## src/rtl/freq_meas_pkg.sv

```systemverilog
// Shared definitions for the frequency-measurement path: default reference
// clock and gate length, the divider width and the freq_calc state encoding.
package freq_meas_pkg;

    localparam longint unsigned CLK_FS_DEF    = 64'd100_000_000;
    localparam longint unsigned GATE_TIME_DEF = 64'd100;
    // Must be wider than 32 and hold CLK_FS*GATE_TIME without wrapping.
    localparam int              NUM_W_DEF     = 40;
    localparam int              FS_W          = 32;

    typedef enum logic [1:0] {
        ST_IDLE = 2'd0,
        ST_DIV  = 2'd1,
        ST_DONE = 2'd2
    } state_t;

    // Clamp a wide unsigned quotient onto the 32-bit frequency output.
    function automatic logic [31:0] clamp_u32(input logic [63:0] q);
        if (q[63:32] != 32'd0) begin
            return 32'hFFFF_FFFF;
        end else begin
            return q[31:0];
        end
    endfunction

endpackage

```

## src/rtl/seq_divider.sv

```systemverilog
// Unsigned restoring divider, one quotient bit per clock, MSB first.
// A start pulse loads the operands; done is high during the cycle whose
// closing edge performs the last of NUM_W steps, after which quotient holds
// the result until the next start.
module seq_divider #(
    parameter int NUM_W = 40,
    parameter int DEN_W = 32
) (
    input  logic             clk,
    input  logic             rst_n,
    input  logic             start,
    input  logic [NUM_W-1:0] dividend,
    input  logic [DEN_W-1:0] divisor,
    output logic [NUM_W-1:0] quotient,
    output logic             done
);

    localparam int CNT_W = $clog2(NUM_W + 1);

    // The dividend register shifts left each step and receives the new
    // quotient bit at its LSB, so after NUM_W steps it holds the quotient.
    logic [NUM_W-1:0] dvd_r;
    logic [NUM_W-1:0] dvs_r;
    logic [NUM_W-1:0] rem_r;
    logic [CNT_W-1:0] cnt_r;
    logic             run_r;
    logic [NUM_W:0]   trial_s;
    logic             ge_s;
    logic             last_s;

    // Trial subtraction for the current step.
    always_comb begin
        trial_s = {rem_r, dvd_r[NUM_W-1]};
        ge_s    = (trial_s >= {1'b0, dvs_r});
        last_s  = run_r && (cnt_r == CNT_W'(NUM_W - 1));
    end

    // Operand load on start, then one shift-subtract step per clock.
    always_ff @(posedge clk or negedge rst_n) begin
        if (!rst_n) begin
            dvd_r <= '0;
            dvs_r <= '0;
            rem_r <= '0;
            cnt_r <= '0;
            run_r <= 1'b0;
        end else if (start) begin
            dvd_r <= dividend;
            dvs_r <= {{(NUM_W - DEN_W){1'b0}}, divisor};
            rem_r <= '0;
            cnt_r <= '0;
            run_r <= 1'b1;
        end else if (run_r) begin
            dvd_r <= {dvd_r[NUM_W-2:0], ge_s};
            rem_r <= ge_s ? NUM_W'(trial_s - {1'b0, dvs_r}) : trial_s[NUM_W-1:0];
            cnt_r <= cnt_r + CNT_W'(1);
            run_r <= ~last_s;
        end else begin
            dvd_r <= dvd_r;
            dvs_r <= dvs_r;
            rem_r <= rem_r;
            cnt_r <= cnt_r;
            run_r <= run_r;
        end
    end

    assign quotient = dvd_r;
    assign done     = last_s;

endmodule

```

## src/rtl/freq_calc.sv

```systemverilog
// Converts a reference-clock count taken over a fixed gate into a frequency
// in Hz: freq_hz = floor(CLK_FS*GATE_TIME / fs_cnt). A zero count bypasses
// the divider and reports div-by-zero; quotients above 32 bits saturate.
module freq_calc
    import freq_meas_pkg::*;
#(
    parameter longint unsigned CLK_FS    = CLK_FS_DEF,
    parameter longint unsigned GATE_TIME = GATE_TIME_DEF,
    parameter int              NUM_W     = NUM_W_DEF
) (
    input  logic            sys_clk,
    input  logic            rst_n,
    input  logic [FS_W-1:0] fs_cnt,
    input  logic            measurement_end_flag,
    output logic [31:0]     freq_hz,
    output logic            freq_valid,
    output logic            busy,
    output logic            err_div0,
    output logic            err_sat,
    output logic            overrun
);

    localparam logic [NUM_W-1:0] DIVIDEND = NUM_W'(CLK_FS * GATE_TIME);

    state_t           state_r;
    state_t           state_nxt_s;
    logic             div_start_s;
    logic             div_done_s;
    logic [NUM_W-1:0] quot_s;
    logic             div0_r;
    logic [31:0]      res_freq_s;
    logic             res_div0_s;
    logic             res_sat_s;
    logic [31:0]      freq_hz_r;
    logic             freq_valid_r;
    logic             busy_r;
    logic             err_div0_r;
    logic             err_sat_r;
    logic             overrun_r;

    seq_divider #(
        .NUM_W (NUM_W),
        .DEN_W (FS_W)
    ) u_div (
        .clk      (sys_clk),
        .rst_n    (rst_n),
        .start    (div_start_s),
        .dividend (DIVIDEND),
        .divisor  (fs_cnt),
        .quotient (quot_s),
        .done     (div_done_s)
    );

    // Next-state logic and divider launch.
    always_comb begin
        state_nxt_s = state_r;
        div_start_s = 1'b0;
        case (state_r)
            ST_IDLE: begin
                if (measurement_end_flag) begin
                    if (fs_cnt == 32'd0) begin
                        state_nxt_s = ST_DONE;
                    end else begin
                        state_nxt_s = ST_DIV;
                        div_start_s = 1'b1;
                    end
                end else begin
                    state_nxt_s = ST_IDLE;
                end
            end
            ST_DIV: begin
                if (div_done_s) begin
                    state_nxt_s = ST_DONE;
                end else begin
                    state_nxt_s = ST_DIV;
                end
            end
            ST_DONE: begin
                state_nxt_s = ST_IDLE;
            end
            default: begin
                state_nxt_s = ST_IDLE;
            end
        endcase
    end

    // Result selection: div-by-zero takes priority over the divider output.
    always_comb begin
        res_freq_s = clamp_u32(64'(quot_s));
        res_sat_s  = (quot_s > NUM_W'(32'hFFFF_FFFF));
        res_div0_s = 1'b0;
        if (div0_r) begin
            res_freq_s = 32'hFFFF_FFFF;
            res_sat_s  = 1'b0;
            res_div0_s = 1'b1;
        end else begin
            res_div0_s = 1'b0;
        end
    end

    // State register, status outputs and result registers.
    always_ff @(posedge sys_clk or negedge rst_n) begin
        if (!rst_n) begin
            state_r      <= ST_IDLE;
            div0_r       <= 1'b0;
            freq_hz_r    <= 32'd0;
            freq_valid_r <= 1'b0;
            busy_r       <= 1'b0;
            err_div0_r   <= 1'b0;
            err_sat_r    <= 1'b0;
            overrun_r    <= 1'b0;
        end else begin
            state_r      <= state_nxt_s;
            busy_r       <= (state_nxt_s != ST_IDLE);
            overrun_r    <= measurement_end_flag && (state_r != ST_IDLE);
            freq_valid_r <= (state_r == ST_DONE);
            if ((state_r == ST_IDLE) && measurement_end_flag) begin
                div0_r <= (fs_cnt == 32'd0);
            end else begin
                div0_r <= div0_r;
            end
            if (state_r == ST_DONE) begin
                freq_hz_r  <= res_freq_s;
                err_div0_r <= res_div0_s;
                err_sat_r  <= res_sat_s;
            end else begin
                freq_hz_r  <= freq_hz_r;
                err_div0_r <= err_div0_r;
                err_sat_r  <= err_sat_r;
            end
        end
    end

    assign freq_hz    = freq_hz_r;
    assign freq_valid = freq_valid_r;
    assign busy       = busy_r;
    assign err_div0   = err_div0_r;
    assign err_sat    = err_sat_r;
    assign overrun    = overrun_r;

endmodule

```

## config.mk

```make
export PLATFORM = sky130hd
export DESIGN_NAME = freq_calc
export DESIGN_NICKNAME = d
export VERILOG_FILES = /design/src/rtl/freq_meas_pkg.sv /design/src/rtl/seq_divider.sv /design/src/rtl/freq_calc.sv
export SDC_FILE = /design/constraint.sdc
export NUM_CORES = 1
export LEC_CHECK = 0
export ABC_AREA = 1
export BUFFER_PORTS_ARGS = -buffer_cell sky130_fd_sc_hd__buf_2
export CAP_MARGIN = 20
export CELL_PAD_IN_SITES_DETAIL_PLACEMENT = 1
export CELL_PAD_IN_SITES_GLOBAL_PLACEMENT = 2
export CORE_MARGIN = 8
export CORE_UTILIZATION = 35
export CTS_CLUSTER_DIAMETER = 200
export DETAILED_ROUTE_END_ITERATION = 10
export HOLD_SLACK_MARGIN = 0.02
export PLACE_DENSITY = 0.84
export REMOVE_ABC_BUFFERS = 1
export SYNTH_ARGS = -nofsm -noshare
export SYNTH_HDL_FRONTEND = slang
export SYNTH_SLANG_ARGS = --single-unit
```

## constraint.sdc

```tcl
create_clock -name sys_clk -period 3.2 [get_ports sys_clk]
set_input_delay 0.16 -clock sys_clk [delete_from_list [all_inputs] [get_ports sys_clk]]
set_output_delay 0.16 -clock sys_clk [all_outputs]
set_load 0.05 [all_outputs]
```

* After elaboration in Yosys (flattened, before gate mapping) *
Cells that the tools add are included.
Widths: inputs -> output; s select.

storage, ports and cells
  bits in registers = 159
  input bits = 35
  output and inout bits = 37
  word-level logic and storage cells = 50

operators by class
  $add $sub $neg = 2
  $lt $le $gt $ge = 2
  eq/ne operators = 3
  mux-type cells = 20
  bitwise logic cells = 1
  reduce and logical (&&, ||, !) cells = 9

operators by type and width
  kind                  number
  $mux 40               5
  $mux 32               2
  $ge 41x32->1          1
  $gt 40x32->1 const B  1
  $sub 40x32->40        1
  $logic_not 32->1      1
  $mux 6                2
  $reduce_bool 8->1     1
  $mux 1                7
  $add 6x1->6 const B   1
  $eq 6x6->1 const B    1
  $mux 2                3
  $reduce_bool 2->1     3
  $pmux 2 s2            1
  $logic_and 1x1->1     3
  $eq 2x1->1 const B    1
  $eq 2x2->1 const B    1
  $logic_not 2->1       1
  $not 1->1             1

* Logic depth before layout (Yosys ltp) *
Gate-level depths: netlist of the first run.

  depth in word-level cells = 5
  mapped depth = 16
  depth with buffers taken out = 16

* Modules after synthesis *
From an unflattened synthesis of the first run, not the netlist that was laid out.

unflattened totals
  cell total of the unflattened synthesis = 1,485
  area, all modules = 10,105.9 um^2

modules (own cells, without submodules)
  module       times used  cells each  area an instance (um^2)  seq. area each (um^2)
  seq_divider  1           1,275       8,305.5                  2,977.9
  freq_calc    1           210         1,800.5                  1,001.0

* Worst setup path after synthesis of the first run *
Ideal clock, no wire load.

  path type = flip-flop to flip-flop
  from = register u_div.dvd_r[39] (netlist: u_div.quotient[39])
  to = register u_div.rem_r[32]
  library setup time = 0.117 ns
  arrival = 1.918 ns
  data required time = 3.083 ns
  path slack = 1.165 ns
  stages on the path, launching flop included = 14
  buffers on the path = 0
  clock period less this slack = 2.035 ns
  cells stage by stage = dfrtp_1 > inv_1 > ha_1 > fa_1 > inv_1 > nand2_1 > nand3_1 > a21oi_1 > o21ai_0 > nand2_1 > nand3_1 > nand2_1 > nand3_1 > nand2_1

between the ends
  cells in the longest elaborated chain, start to end = 4
  elaborated cells on any way between the ends = 5
  those cells by class = add/sub: 1; order compare: 1; mux: 3

ends and longest elaborated chain
  element                                         RTL line                              source
  start: declaration                              seq_divider.sv:22                     logic [NUM_W-1:0] dvd_r;
  start signal: assignment                        seq_divider.sv:47                     dvd_r <= dividend;
  start signal: assignment                        seq_divider.sv:53                     dvd_r <= {dvd_r[NUM_W-2:0], ge_s};
  start signal: assignment                        seq_divider.sv:58                     dvd_r <= dvd_r;
  $sub 40x32->40 or $ge 41x32->1 (tied branches)  seq_divider.sv:54, seq_divider.sv:34
  $mux 40 *                                       seq_divider.sv:54                     rem_r <= ge_s ? NUM_W'(trial_s - {1'b0, dvs_r}) : trial_s[NUM_W-1:0];
  $mux 40 *                                       seq_divider.sv:52                     end else if (run_r) begin
  $mux 40 *                                       seq_divider.sv:46                     end else if (start) begin
  end signal: assignment                          seq_divider.sv:54
  end signal: assignment                          seq_divider.sv:60                     rem_r <= rem_r;
  end: declaration                                seq_divider.sv:24                     logic [NUM_W-1:0] rem_r;

Mark *: on every way between the ends. The rest lies on a longest branch, timed or not. The select of a mux whose other input is x is not followed.
A chain may end at the register's enable or synchronous reset.

* Worst setup path after layout of the first run *
Ends and elaborated chain as after synthesis.

==> results of run 1 <==
stage by stage:
| step | cells | util | instance area, sq um | total power (uW) | hold WS [ps] |
|---|---|---|---|---|---|
| final | 1800 | 0.418 | 11200 | 14000 | 312 |
| after global routing | 1800 | 0.418 | 11200 | 15500 | 399 |
| after CTS | 1800 | 0.418 | 11200 | 14200 | 332 |
| after detailed placement | 1734 | 0.382 | 10300 | 11900 | 246 |
| after global placement | 1734 | 0.382 | 10300 | 11700 | 248 |
| after floorplan | 1308 | - | 9340 | 9410 | -136 |
logic make-up after synthesis:
family                     after synthesis  share of synthesized area
DFF                                    159                      0.416
buffers and inverters                  250                      0.105
xor gates and xnor gates                20                     0.0183
and+or+nand+nor                        710                      0.315
AOI/OAI and AO/OA                      176                     0.0995
adders and majority gates               34                     0.0453
cells in the mapped netlist, types with 5 or more instances:
master / n
inv_1: 204
nor2_1: 124
ha_1: 33
nand3_1: 78
nand3b_1: 15
dfrtp_1: 159
nor4_1: 8
nor3_1: 5
a21oi_1: 37
xnor2_1: 15
nand4_1: 17
clkbuf_1: 19
nor2_2: 11
xor2_1: 5
o21bai_1: 9
a31oi_1: 32
o21ai_1: 19
o21ai_0: 76
buf_2: 11
nand2_1: 437
buf_6: 7
flip-flops by register name, summed over array words and instances (netlist names), 2 cells and up:
register,count
freq_hz,32
state_r,2
u_div.dvs_r,32
u_div.quotient,40
u_div.rem_r,40
u_div.cnt_r,6
worst register-to-register path, stage by stage (launching register included):
cell and delay, ps:
dfrtp_1 340, inv_1 100, ha_1 250, fa_1 450
inv_1 110, nand2_1 60, nand3_1 230, a21oi_1 210
o21ai_0 420, nand2_1 150, nand3_1 100, nand2_1 60
nand3_1 60, nand2_1 60
power by group:
part	total (uW)	internal [uW]	switching (uW)	leakage (uW)
registers	3400	2890	516	0.00199
clock network	2180	1080	1100	0.000302
logic	8440	2840	5600	0.00370
total	14000	6810	7210	0.00599
metal layers:
layer  part of all wire  routed length (microns)  up-vias  track usage
li1                   -                        -     4430            -
met1               0.47                    14600     4428        0.255
met2               0.48                    14900      120        0.330
met3              0.030                      943       27       0.0255
met4              0.018                      549        0       0.0581
met5                  0                        0        -            0
area by class of cell:
| class | count | area, sq um |
|---|---|---|
| clock buffer | 17 | 425 |
| clock inverter | 15 | 199 |
| fill | 3462 | 15600 |
| inverter | 209 | 787 |
| multi-input combinational | 940 | 4580 |
| sequential | 159 | 3980 |
| tap | 341 | 427 |
| timing repair buffer | 119 | 845 |
how the worst max path moves through the flow:
stage / endpoint / slack [ps] / depth (start not counted)
finish: u_div.rem_r[32] / 490 / 13
global route: u_div.rem_r[32] / 230 / 14
global placement: u_div.rem_r[32] / 590 / 13
CTS: u_div.rem_r[32] / 460 / 14
detailed placement: u_div.rem_r[32] / 480 / 14
floorplan: freq_hz[0] / 470 / 4
layout by cell type, fill, tap and decap left out, types with 8 or more instances in the layout:
cell type / instances
inv_1: 204
dfrtp_1: 159
buf_4: 11
nand3_1: 78
a21oi_1: 37
o21bai_1: 9
xnor2_1: 15
o21ai_1: 19
clkbuf_16: 17
ha_1: 33
o21ai_0: 76
nor2_1: 123
nand2_1: 437
dlygate4sd3_1: 34
nand4_1: 17
buf_2: 70
nor2_2: 11
nor4_1: 8
nand3b_1: 15
a31oi_1: 32
==> results by group, run 1 <==
Setup path
  – CP Max Fanout: 5
  – Setup CP Type: register to register
  – Worst R2R Path Depth: 13
  – CP endpoint kind: register
  – Worst path cell trace: inv_1 -> ha_1 -> fa_1 -> inv_1 -> nand2_1 -> nand3_1 -> a21oi_1 -> o21ai_0 -> nand2_1 -> nand3_1 -> nand2_1 -> nand3_1 -> nand2_1
  – CP max-delay cell: fa_1
  – CP top delay family: simple AND/OR/NAND/NOR gates
  – CP bufs+invs: 2
  – Startpoint types: register
  – Crit path from: u_div.quotient[39]
  – Critical R2R Capture: u_div.rem_r[32]
  – Register-to-Register Setup Slack: 490 ps
  – CP peak stage delay: 450 ps
  – Worst Path Required: 3530 ps
  – Most frequent CP cell: nand2_1
  – Worst Path Arrival: 3040 ps
  – Worst R2R Start: u_div.quotient[39]

Clocking
  – Clock-pin slew on the worst setup and hold paths: 80 ps
  – Htree depth: 4
  – Worst skew pair latency: 450 ps
  – CTS buffer count: 17
  – Hold Buf Count CTS: 34
  – Post-CTS setup repair buffer count: 0
  – CTS root buffer: clkbuf_16
  – Resized cells post-CTS: 0
  – Clk sinks: 159
  – CTS max path bufs: 2
  – CTS tree: built

Synth
  – Distinct cell type count after synthesis: 35
  – Post-synth EDFFs: 0
  – Synth Instances: 1349
  – Top post-synthesis cells by area: dfrtp_1 42%, nand2_1 17%, inv_1 8.0%, nor2_1 4.9%, ha_1 4.3%
  – Number of synthesized register bits: 159
  – Synth area leader: dfrtp_1
  – Post-synth top area share: 0.416
  – Prevailing post-synth register cell: dfrtp_1
  – Netlist Area Pre-Place: 9560 sq um
  – Asr flop ratio synth: 1.00
  – YS warnings: 0
  – Avg Cell Area, Syn: 7.08 sq um
  – Sequential share of the synthesized area: 0.416

STA
  – Final period utilization: 0.847
  – Final Max Tran Viols: 0
  – Final min period: 2710 ps
  – Setup TNS: 0 ps
  – Slew @ Worst Pin: 865 ps
  – Endpoints failing hold: 0
  – RSZ-0062 raised after global routing: no
  – Worst Skew: 14.2 ps
  – FMAX: 0.369 GHz
  – Endpoints failing setup: 0
  – Slew headroom: 0.422
  – Final WS setup: 490 ps

Global routing
  – Vias in the first global route: 9580
  – Overflow after GRT: 0
  – First-pass GRT wire length: 51400 microns
  – Total global-route track usage: 0.194
  – Antenna violations before repair: 0
  – Largest net degree at the start of global routing: 71

Min path
  – HP Class: input port to async pin

Route
  – Avg Vias per Cell: 5.00
  – Drt pass-1 iters: 6
  – Routed Antenna Nets: 0
  – Wirelength per Cell: 17.2 microns
  – Drt drc: 0
  – Vias post-DR: 9005
  – Final wirelength: 31000 microns
  – Number of DRC markers in iteration 0: 445

Layout
  – Synth-to-Final Area Change: 17.7%
  – Nets: 1515
  – Share of cells above drive strength 1: 0.102
  – Antenna cells: 0

Pwr
  – Max rail drop VDD: 386 uV
  – Pwr dens: 1250 nW/um^2
  – Lkg Pwr: 0.00599 uW

Floorplanning
  – Die W: 181 microns
  – Die H: 181 microns
  – IO Pins: 72
  – Core Area: 26900 sq um
  – Initial Util: 0.356
  – Row cnt: 60
  – Die area: 32800 sq um

Run
  – Max-Cap Viols: 0

Run status
  – Status: completed

Placement
  – Final RePlAce weighted congestion: 0.908
  – Dpl ws: 483 ps
  – Detail Placement HPWL: 22900 microns
  – Port Buffer Count: 71
No activity file was read; power rests on OpenSTA's default activity.
==> run 2, diff against run 1 <==
Clock period 3.2 ns to 2.6 ns, I/O delays scaled along.
==> run 2 against run 1 <==
Against the previous run:
- clock power up 24%
- setup slack worse by 350 ps
- total power up 26%
- clock skew is 5.4 ps higher
- design area up 1.9%
- hold slack got worse by 52 ps
- via count down 0.40%
- sequential power rose by 22%
- die area unchanged
- critical path type unchanged
==> results by group, run 2 (synthesized netlist as in run 1, its figures left out) <==
Layout
  – Nets: 1532 (was 1515)
  – Non-Filler Instances: 1817 (was 1800)
  – Commonest non-fill, non-tap cell in the layout: nand2_1 (unchanged)
  – FILL cells: 3388 (was 3462)
  – Most frequent cells in the layout: 437 x nand2_1, 204 x inv_1, 159 x dfrtp_1 (unchanged)
  – Antenna cells: 0 (unchanged)
  – Share of cells above drive strength 1: 0.119 (was 0.102)
  – Synth-to-Final Area Change: 19.9% (was 17.7%)
  – Layout Utilization: 0.426 (was 0.418)

Setup path
  – Startpoint types: register (unchanged)
  – CP Max Fanout: 23 (was 5)
  – CP peak stage delay: 410 ps (was 450 ps)
  – CP endpoint kind: register (unchanged)
  – CP bufs+invs: 2 (unchanged)
  – CP max-delay cell: dfrtp_1 (was fa_1)
  – Crit path from: u_div.rem_r[20] (was u_div.quotient[39])
  – CP top delay family: simple AND/OR/NAND/NOR gates (unchanged)
  – Worst path cell trace: ha_1 -> nand2_1 -> nor2_2 -> nand2_1 -> nor2_2 -> nand3_1 -> nand3_2 -> inv_4 -> nand2_8 -> buf_12 -> nand3_1 -> nand3_1 -> nand2_1 (was inv_1 -> ha_1 -> fa_1 -> inv_1 -> nand2_1 -> nand3_1 -> a21oi_1 -> o21ai_0 -> nand2_1 -> nand3_1 -> nand2_1 -> nand3_1 -> nand2_1)
  – Setup CP Type: register to register (unchanged)
  – Worst R2R Path Depth: 13 (unchanged)
  – Worst R2R Start: u_div.rem_r[20] (was u_div.quotient[39])
  – Worst Path Arrival: 2790 ps (was 3040 ps)
  – CP Depth: 13 (unchanged)
  – Worst Path Required: 2930 ps (was 3530 ps)

Global routing
  – Largest net degree at the start of global routing: 66 (was 71)
  – First-pass GRT wire length: 51700 microns (was 51400 microns)
  – Overflow after GRT: 0 (unchanged)
  – Vias in the first global route: 9766 (was 9580)
  – Total global-route track usage: 0.194 (about the same)
  – Antenna violations before repair: 0 (unchanged)

Floorplanning
  – Die W: 181 microns (unchanged)
  – Initial Util: 0.356 (unchanged)
  – IO Pins: 72 (unchanged)
  – Row cnt: 60 (unchanged)
  – Core Area: 26900 sq um (unchanged)
  – Die area: 32800 sq um (unchanged)
  – Die H: 181 microns (unchanged)

Placement
  – Dpl ws: -3.85 ps (was 483 ps)
  – Placed Cells incl. Taps: 1751 (was 1734)
  – Port Buffer Count: 71 (unchanged)
  – Final RePlAce weighted congestion: 0.897 (was 0.908)
  – Detail Placement HPWL: 22900 microns (about the same)

Run
  – Max-Cap Viols: 0 (unchanged)

Clocking
  – CTS max path bufs: 2 (unchanged)
  – CTS tree: built (unchanged)
  – CTS root buffer: clkbuf_16 (unchanged)
  – Clk sinks: 159 (unchanged)
  – Htree depth: 4 (unchanged)
  – Post-CTS setup repair buffer count: 0 (unchanged)
  – Clock-pin slew on the worst setup and hold paths: 80 ps (about the same)
  – CTS buffer count: 17 (unchanged)
  – Worst skew pair latency: 450 ps (about the same)

STA
  – Worst Skew: 19.7 ps (was 14.2 ps)
  – Endpoints failing setup: 0 (unchanged)
  – Final period utilization: 0.947 (was 0.847)
  – FMAX: 0.406 GHz (was 0.369 GHz)
  – RSZ-0062 raised after global routing: no (unchanged)
  – Slew @ Worst Pin: 673 ps (was 865 ps)
  – Final Max Tran Viols: 0 (unchanged)
  – Slew headroom: 0.551 (was 0.422)
  – Final WS setup: 138 ps (was 490 ps)
  – Final min period: 2460 ps (was 2710 ps)
  – Endpoints failing hold: 0 (unchanged)

Route
  – Avg Vias per Cell: 4.94 (was 5.00)
  – Vias post-DR: 8969 (was 9005)
  – Drt pass-1 iters: 4 (was 6)
  – Number of DRC markers in iteration 0: 411 (was 445)
  – Wirelength per Cell: 16.9 microns (was 17.2 microns)
  – Drt drc: 0 (unchanged)
  – Routed Antenna Nets: 0 (unchanged)
  – Final wirelength: 30700 microns (was 31000 microns)

Pwr
  – Pwr dens: 1540 nW/um^2 (was 1250 nW/um^2)
  – Power share of the sequential group: 0.236 (was 0.243)
  – P_int: 8560 uW (was 6810 uW)
  – Psw: 9040 uW (was 7210 uW)
  – Max rail drop VDD: 504 uV (was 386 uV)
  – Lkg Pwr: 0.00610 uW (was 0.00599 uW)
  – Switching Share: 0.514 (about the same)
  – Combinational Power Share: 0.610 (was 0.602)
  – Clk pwr share: 0.153 (was 0.155)

Min path
  – HP Class: input port to async pin (unchanged)

Run status
  – Status: completed (unchanged)
==> run 2: routing by layer <==
metal / part of all wire / global-route usage
met1: 0.48 / 0.252
met5: 0 / 0
met3: 0.023 / 0.0273
met4: 0.018 / 0.0558
met2: 0.48 / 0.331
==> run 2: worst register-to-register path: cells and delay by family, from the launching register on <==
kind          cells  cell delay, ps
buf+inv           2             250
flops             1             410
simple gates     10            1300
fa+ha+maj         1             390
==> run 2: layout make-up <==
| cell class | count | area [sq um] | area share |
|---|---|---|---|
| inverters | 209 | 787 | 0.0687 |
| well taps | 341 | 427 | 0.0372 |
| multi-input cells | 940 | 4610 | 0.403 |
| repair buffers | 136 | 1020 | 0.0892 |
| clock buffers | 17 | 425 | 0.0371 |
| flip-flops and latches | 159 | 3980 | 0.347 |
| clock inverters | 15 | 204 | 0.0178 |
==> run 2: final timing paths <==
kind | endpoint | slack (ps)
worst max-delay path | u_div.rem_r[25] | 140
worst min-delay path | u_div.dvs_r[12] | 260
worst max register to register | u_div.rem_r[25] | 140
worst min register to register | state_r[1] | 470
max in group asynchronous | busy | 1540
min in group sys_clk | u_div.dvs_r[24] | 450
==> run 2: what timing repair did <==
item / in CTS / in global routing
gates resized for setup: 1 / 9
endpoints found under the hold margin: 95 / 0
gates cloned: 0 / 0
endpoints found under the setup margin: 1 / 20
hold buffers: 34 / 0
==> run 2: metrics by stage <==
stage	cell area (sq um)	hold WS [ps]	total power, uW	setup TNS (ps)
CTS	11400	285	17700	0
finish	11500	260	17600	0
global placement	10500	185	14600	0
floorplan	9340	-166	11600	-5810
detailed placement	10500	184	14900	-3.85
global route	11500	335	19400	0
==> run 2: power by group through the flow <==
stage                     logic, uW  clock network [uW]  registers [uW]
after floorplan                7280                   0            4310
after global placement        10400                   0            4170
after detailed placement      10700                   0            4190
after CTS                     10800                2760            4170
after global routing          12200                2860            4280
final                         10700                2700            4160
==> run 3, diff against run 2 <==
==> constraint.sdc (replaced) <==
create_clock -name sys_clk -period 2.6 [get_ports sys_clk]
set_input_delay 0.39 -clock sys_clk [delete_from_list [all_inputs] [get_ports sys_clk]]
set_output_delay 0.39 -clock sys_clk [all_outputs]
set_load 0.05 [all_outputs]
==> run 3 against run 2 <==
Against the previous run:
- die area unchanged
- critical path depth down 1
- design area down 2.8%
- cell count down 1.5%
- sequential power about the same
- core utilization down 1.2 points
- count of clock-buffer cells in the layout unchanged
- via count down 0.47%
- largest cell class unchanged
==> results by group, run 3 (synthesized netlist as in run 1, its figures left out) <==
Clocking
  – CTS tree: built (unchanged)
  – CTS root buffer: clkbuf_16 (unchanged)
  – Worst skew pair latency: 440 ps (was 450 ps)
  – Htree depth: 4 (unchanged)
  – Clk sinks: 159 (unchanged)
  – Clock-pin slew on the worst setup and hold paths: 80 ps (about the same)
  – CTS max path bufs: 2 (unchanged)
  – CTS buffer count: 17 (unchanged)
  – Post-CTS setup repair buffer count: 0 (unchanged)

Layout
  – Area taken by multi-input logic gates: 4600 sq um (was 4610 sq um)
  – FILL cells: 3381 (was 3388)
  – Nets: 1505 (was 1532)
  – Most frequent cells in the layout: 437 x nand2_1, 204 x inv_1, 159 x dfrtp_1 (unchanged)
  – Commonest non-fill, non-tap cell in the layout: nand2_1 (unchanged)
  – Antenna cells: 0 (unchanged)
  – Synth-to-Final Area Change: 16.6% (was 19.9%)
  – Share of cells above drive strength 1: 0.121 (was 0.119)
  – Layout Utilization: 0.415 (was 0.426)
  – Register area: 3980 sq um (unchanged)

Route
  – Number of DRC markers in iteration 0: 517 (was 411)
  – Routed Antenna Nets: 0 (unchanged)
  – Final wirelength: 30700 microns (about the same)
  – Wirelength per Cell: 17.2 microns (was 16.9 microns)
  – Avg Vias per Cell: 4.99 (was 4.94)
  – Vias post-DR: 8927 (was 8969)
  – Drt pass-1 iters: 5 (was 4)
  – Drt drc: 0 (unchanged)

Floorplanning
  – Die W: 181 microns (unchanged)
  – Die area: 32800 sq um (unchanged)
  – Initial Util: 0.356 (unchanged)
  – IO Pins: 72 (unchanged)
  – Row cnt: 60 (unchanged)
  – Core Area: 26900 sq um (unchanged)
  – Die H: 181 microns (unchanged)

Placement
  – Final RePlAce weighted congestion: 0.892 (was 0.897)
  – Detail Placement HPWL: 23100 microns (was 22900 microns)
  – Dpl ws: -131 ps (was -3.85 ps)
  – Port Buffer Count: 71 (unchanged)

Setup path
  – Worst R2R Start: u_div.rem_r[26] (was u_div.rem_r[20])
  – Worst Path Arrival: 2740 ps (was 2790 ps)
  – CP endpoint kind: register (unchanged)
  – Worst R2R Path Depth: 12 (was 13)
  – CP Max Fanout: 23 (unchanged)
  – Setup CP Type: register to register (unchanged)
  – Worst Path Required: 2910 ps (was 2930 ps)
  – Startpoint types: register (unchanged)
  – Register-to-Register Setup Slack: 170 ps (was 140 ps)
  – Critical R2R Capture: u_div.rem_r[1] (was u_div.rem_r[25])

STA
  – Final Max Tran Viols: 0 (unchanged)
  – Hold_ws: 169 ps (was 260 ps)
  – Final period utilization: 0.933 (was 0.947)
  – RSZ-0062 raised after global routing: no (unchanged)
  – Endpoints failing hold: 0 (unchanged)
  – Endpoints failing setup: 0 (unchanged)
  – Worst Skew: 11.5 ps (was 19.7 ps)
  – FMAX: 0.412 GHz (was 0.406 GHz)
  – Final min period: 2430 ps (was 2460 ps)
  – Slew headroom: 0.618 (was 0.551)
  – Final WS setup: 174 ps (was 138 ps)
  – Slew @ Worst Pin: 567 ps (was 673 ps)
  – Setup TNS: 0 ps (unchanged)

Pwr
  – Final Power: 17600 uW (about the same)
  – Lkg Pwr: 0.00599 uW (was 0.00610 uW)
  – Pwr dens: 1580 nW/um^2 (was 1540 nW/um^2)
  – Max rail drop VDD: 494 uV (was 504 uV)

Global routing
  – Antenna violations before repair: 0 (unchanged)
  – Met1 Usage GRT: 0.255 (was 0.252)
  – Total global-route track usage: 0.192 (was 0.194)
  – First-pass GRT wire length: 51000 microns (was 51700 microns)
  – Largest net degree at the start of global routing: 69 (was 66)
  – GRT met2 Usage: 0.319 (was 0.331)
  – Overflow after GRT: 0 (unchanged)
  – Most crowded layer after global routing: met2 (unchanged)
  – Met3 GRT Util: 0.0301 (was 0.0273)
  – Vias in the first global route: 9547 (was 9766)

Min path
  – HP Start: fs_cnt[17]
  – HP Class: input port to register (was input port to async pin)
  – Hold path depth: 3
  – Hold EP: u_div.dvs_r[17]

Run
  – Max-Cap Viols: 0 (unchanged)

Run status
  – Status: completed (unchanged)
==> run 3: changes by cell type in the layout (fill, tap and decap cells not counted) <==
cell           change
clkinvlp_4         +1
nor2_2             -2
nor2_1             +2
buf_4              +6
inv_8              +1
nor3_2             -1
nor3_1             +1
ha_2               -3
inv_12             -2
ha_1               +3
dlygate4sd3_1     -33
==> run 3: final cells by class <==
cell class	instances	share of cell area
Inverter	209	0.0706
Timing Repair Buffer	109	0.0661
Sequential cell	159	0.357
Clock buffer	17	0.0382
Multi-Input combinational cell	940	0.413
Clock inverter	15	0.0171
Tap cell	341	0.0383
==> run 3: where the power goes <==
part	total, uW	switching (uW)	internal, uW
logic	10800	7050	3740
registers	4160	606	3560
clock network	2640	1330	1310
total	17600	8990	8610
==> run 3: worst max-delay path by stage <==
stage / cells past startpoint / endpoint / from
3_5_place_dp: 14 / u_div.rem_r[32] / u_div.quotient[39]
4_1_cts: 14 / u_div.rem_r[32] / u_div.quotient[39]
6_report: 12 / u_div.rem_r[1] / u_div.rem_r[26]
3_3_place_gp: 13 / u_div.rem_r[32] / u_div.quotient[39]
2_1_floorplan: 7 / u_div.rem_r[17] / fs_cnt[29]
5_1_grt: 15 / u_div.rem_r[22] / u_div.quotient[39]
==> run 3: worst max-delay path, cell delays in order (launching register included) <==
cell and delay [ps]:
dfrtp_1 410, ha_1 310, buf_4 120, nand2_1 110
nor2_2 200, nand3_1 180, nor2_1 280, nand2_4 110
nand2_8 170, buf_12 190, nand2_1 60, nand2_1 70
o21ai_1 60
==> run 3: per-layer routing <==
metal,wire (microns),vias up,share of wire
met5,0,-,0
met4,659,0,0.021
li1,-,4410,-
met3,972,37,0.032
met2,14400,137,0.47
met1,14700,4343,0.48
==> run 3: per-stage QoR <==
| stage | instances | cell area, sq um |
|---|---|---|
| after global routing | 1790 | 11100 |
| after detailed placement | 1757 | 10500 |
| after CTS | 1790 | 11100 |
| after floorplan | 1308 | 9340 |
| final | 1790 | 11100 |
| after global placement | 1757 | 10500 |
==> run 3: timing repair <==
| item | CTS | global route |
|---|---|---|
| setup endpoints to repair | 2 | 8 |
| hold buffers | 1 | 0 |
| gates resized for setup | 1 | 3 |
| hold endpoints to repair | 49 | 0 |
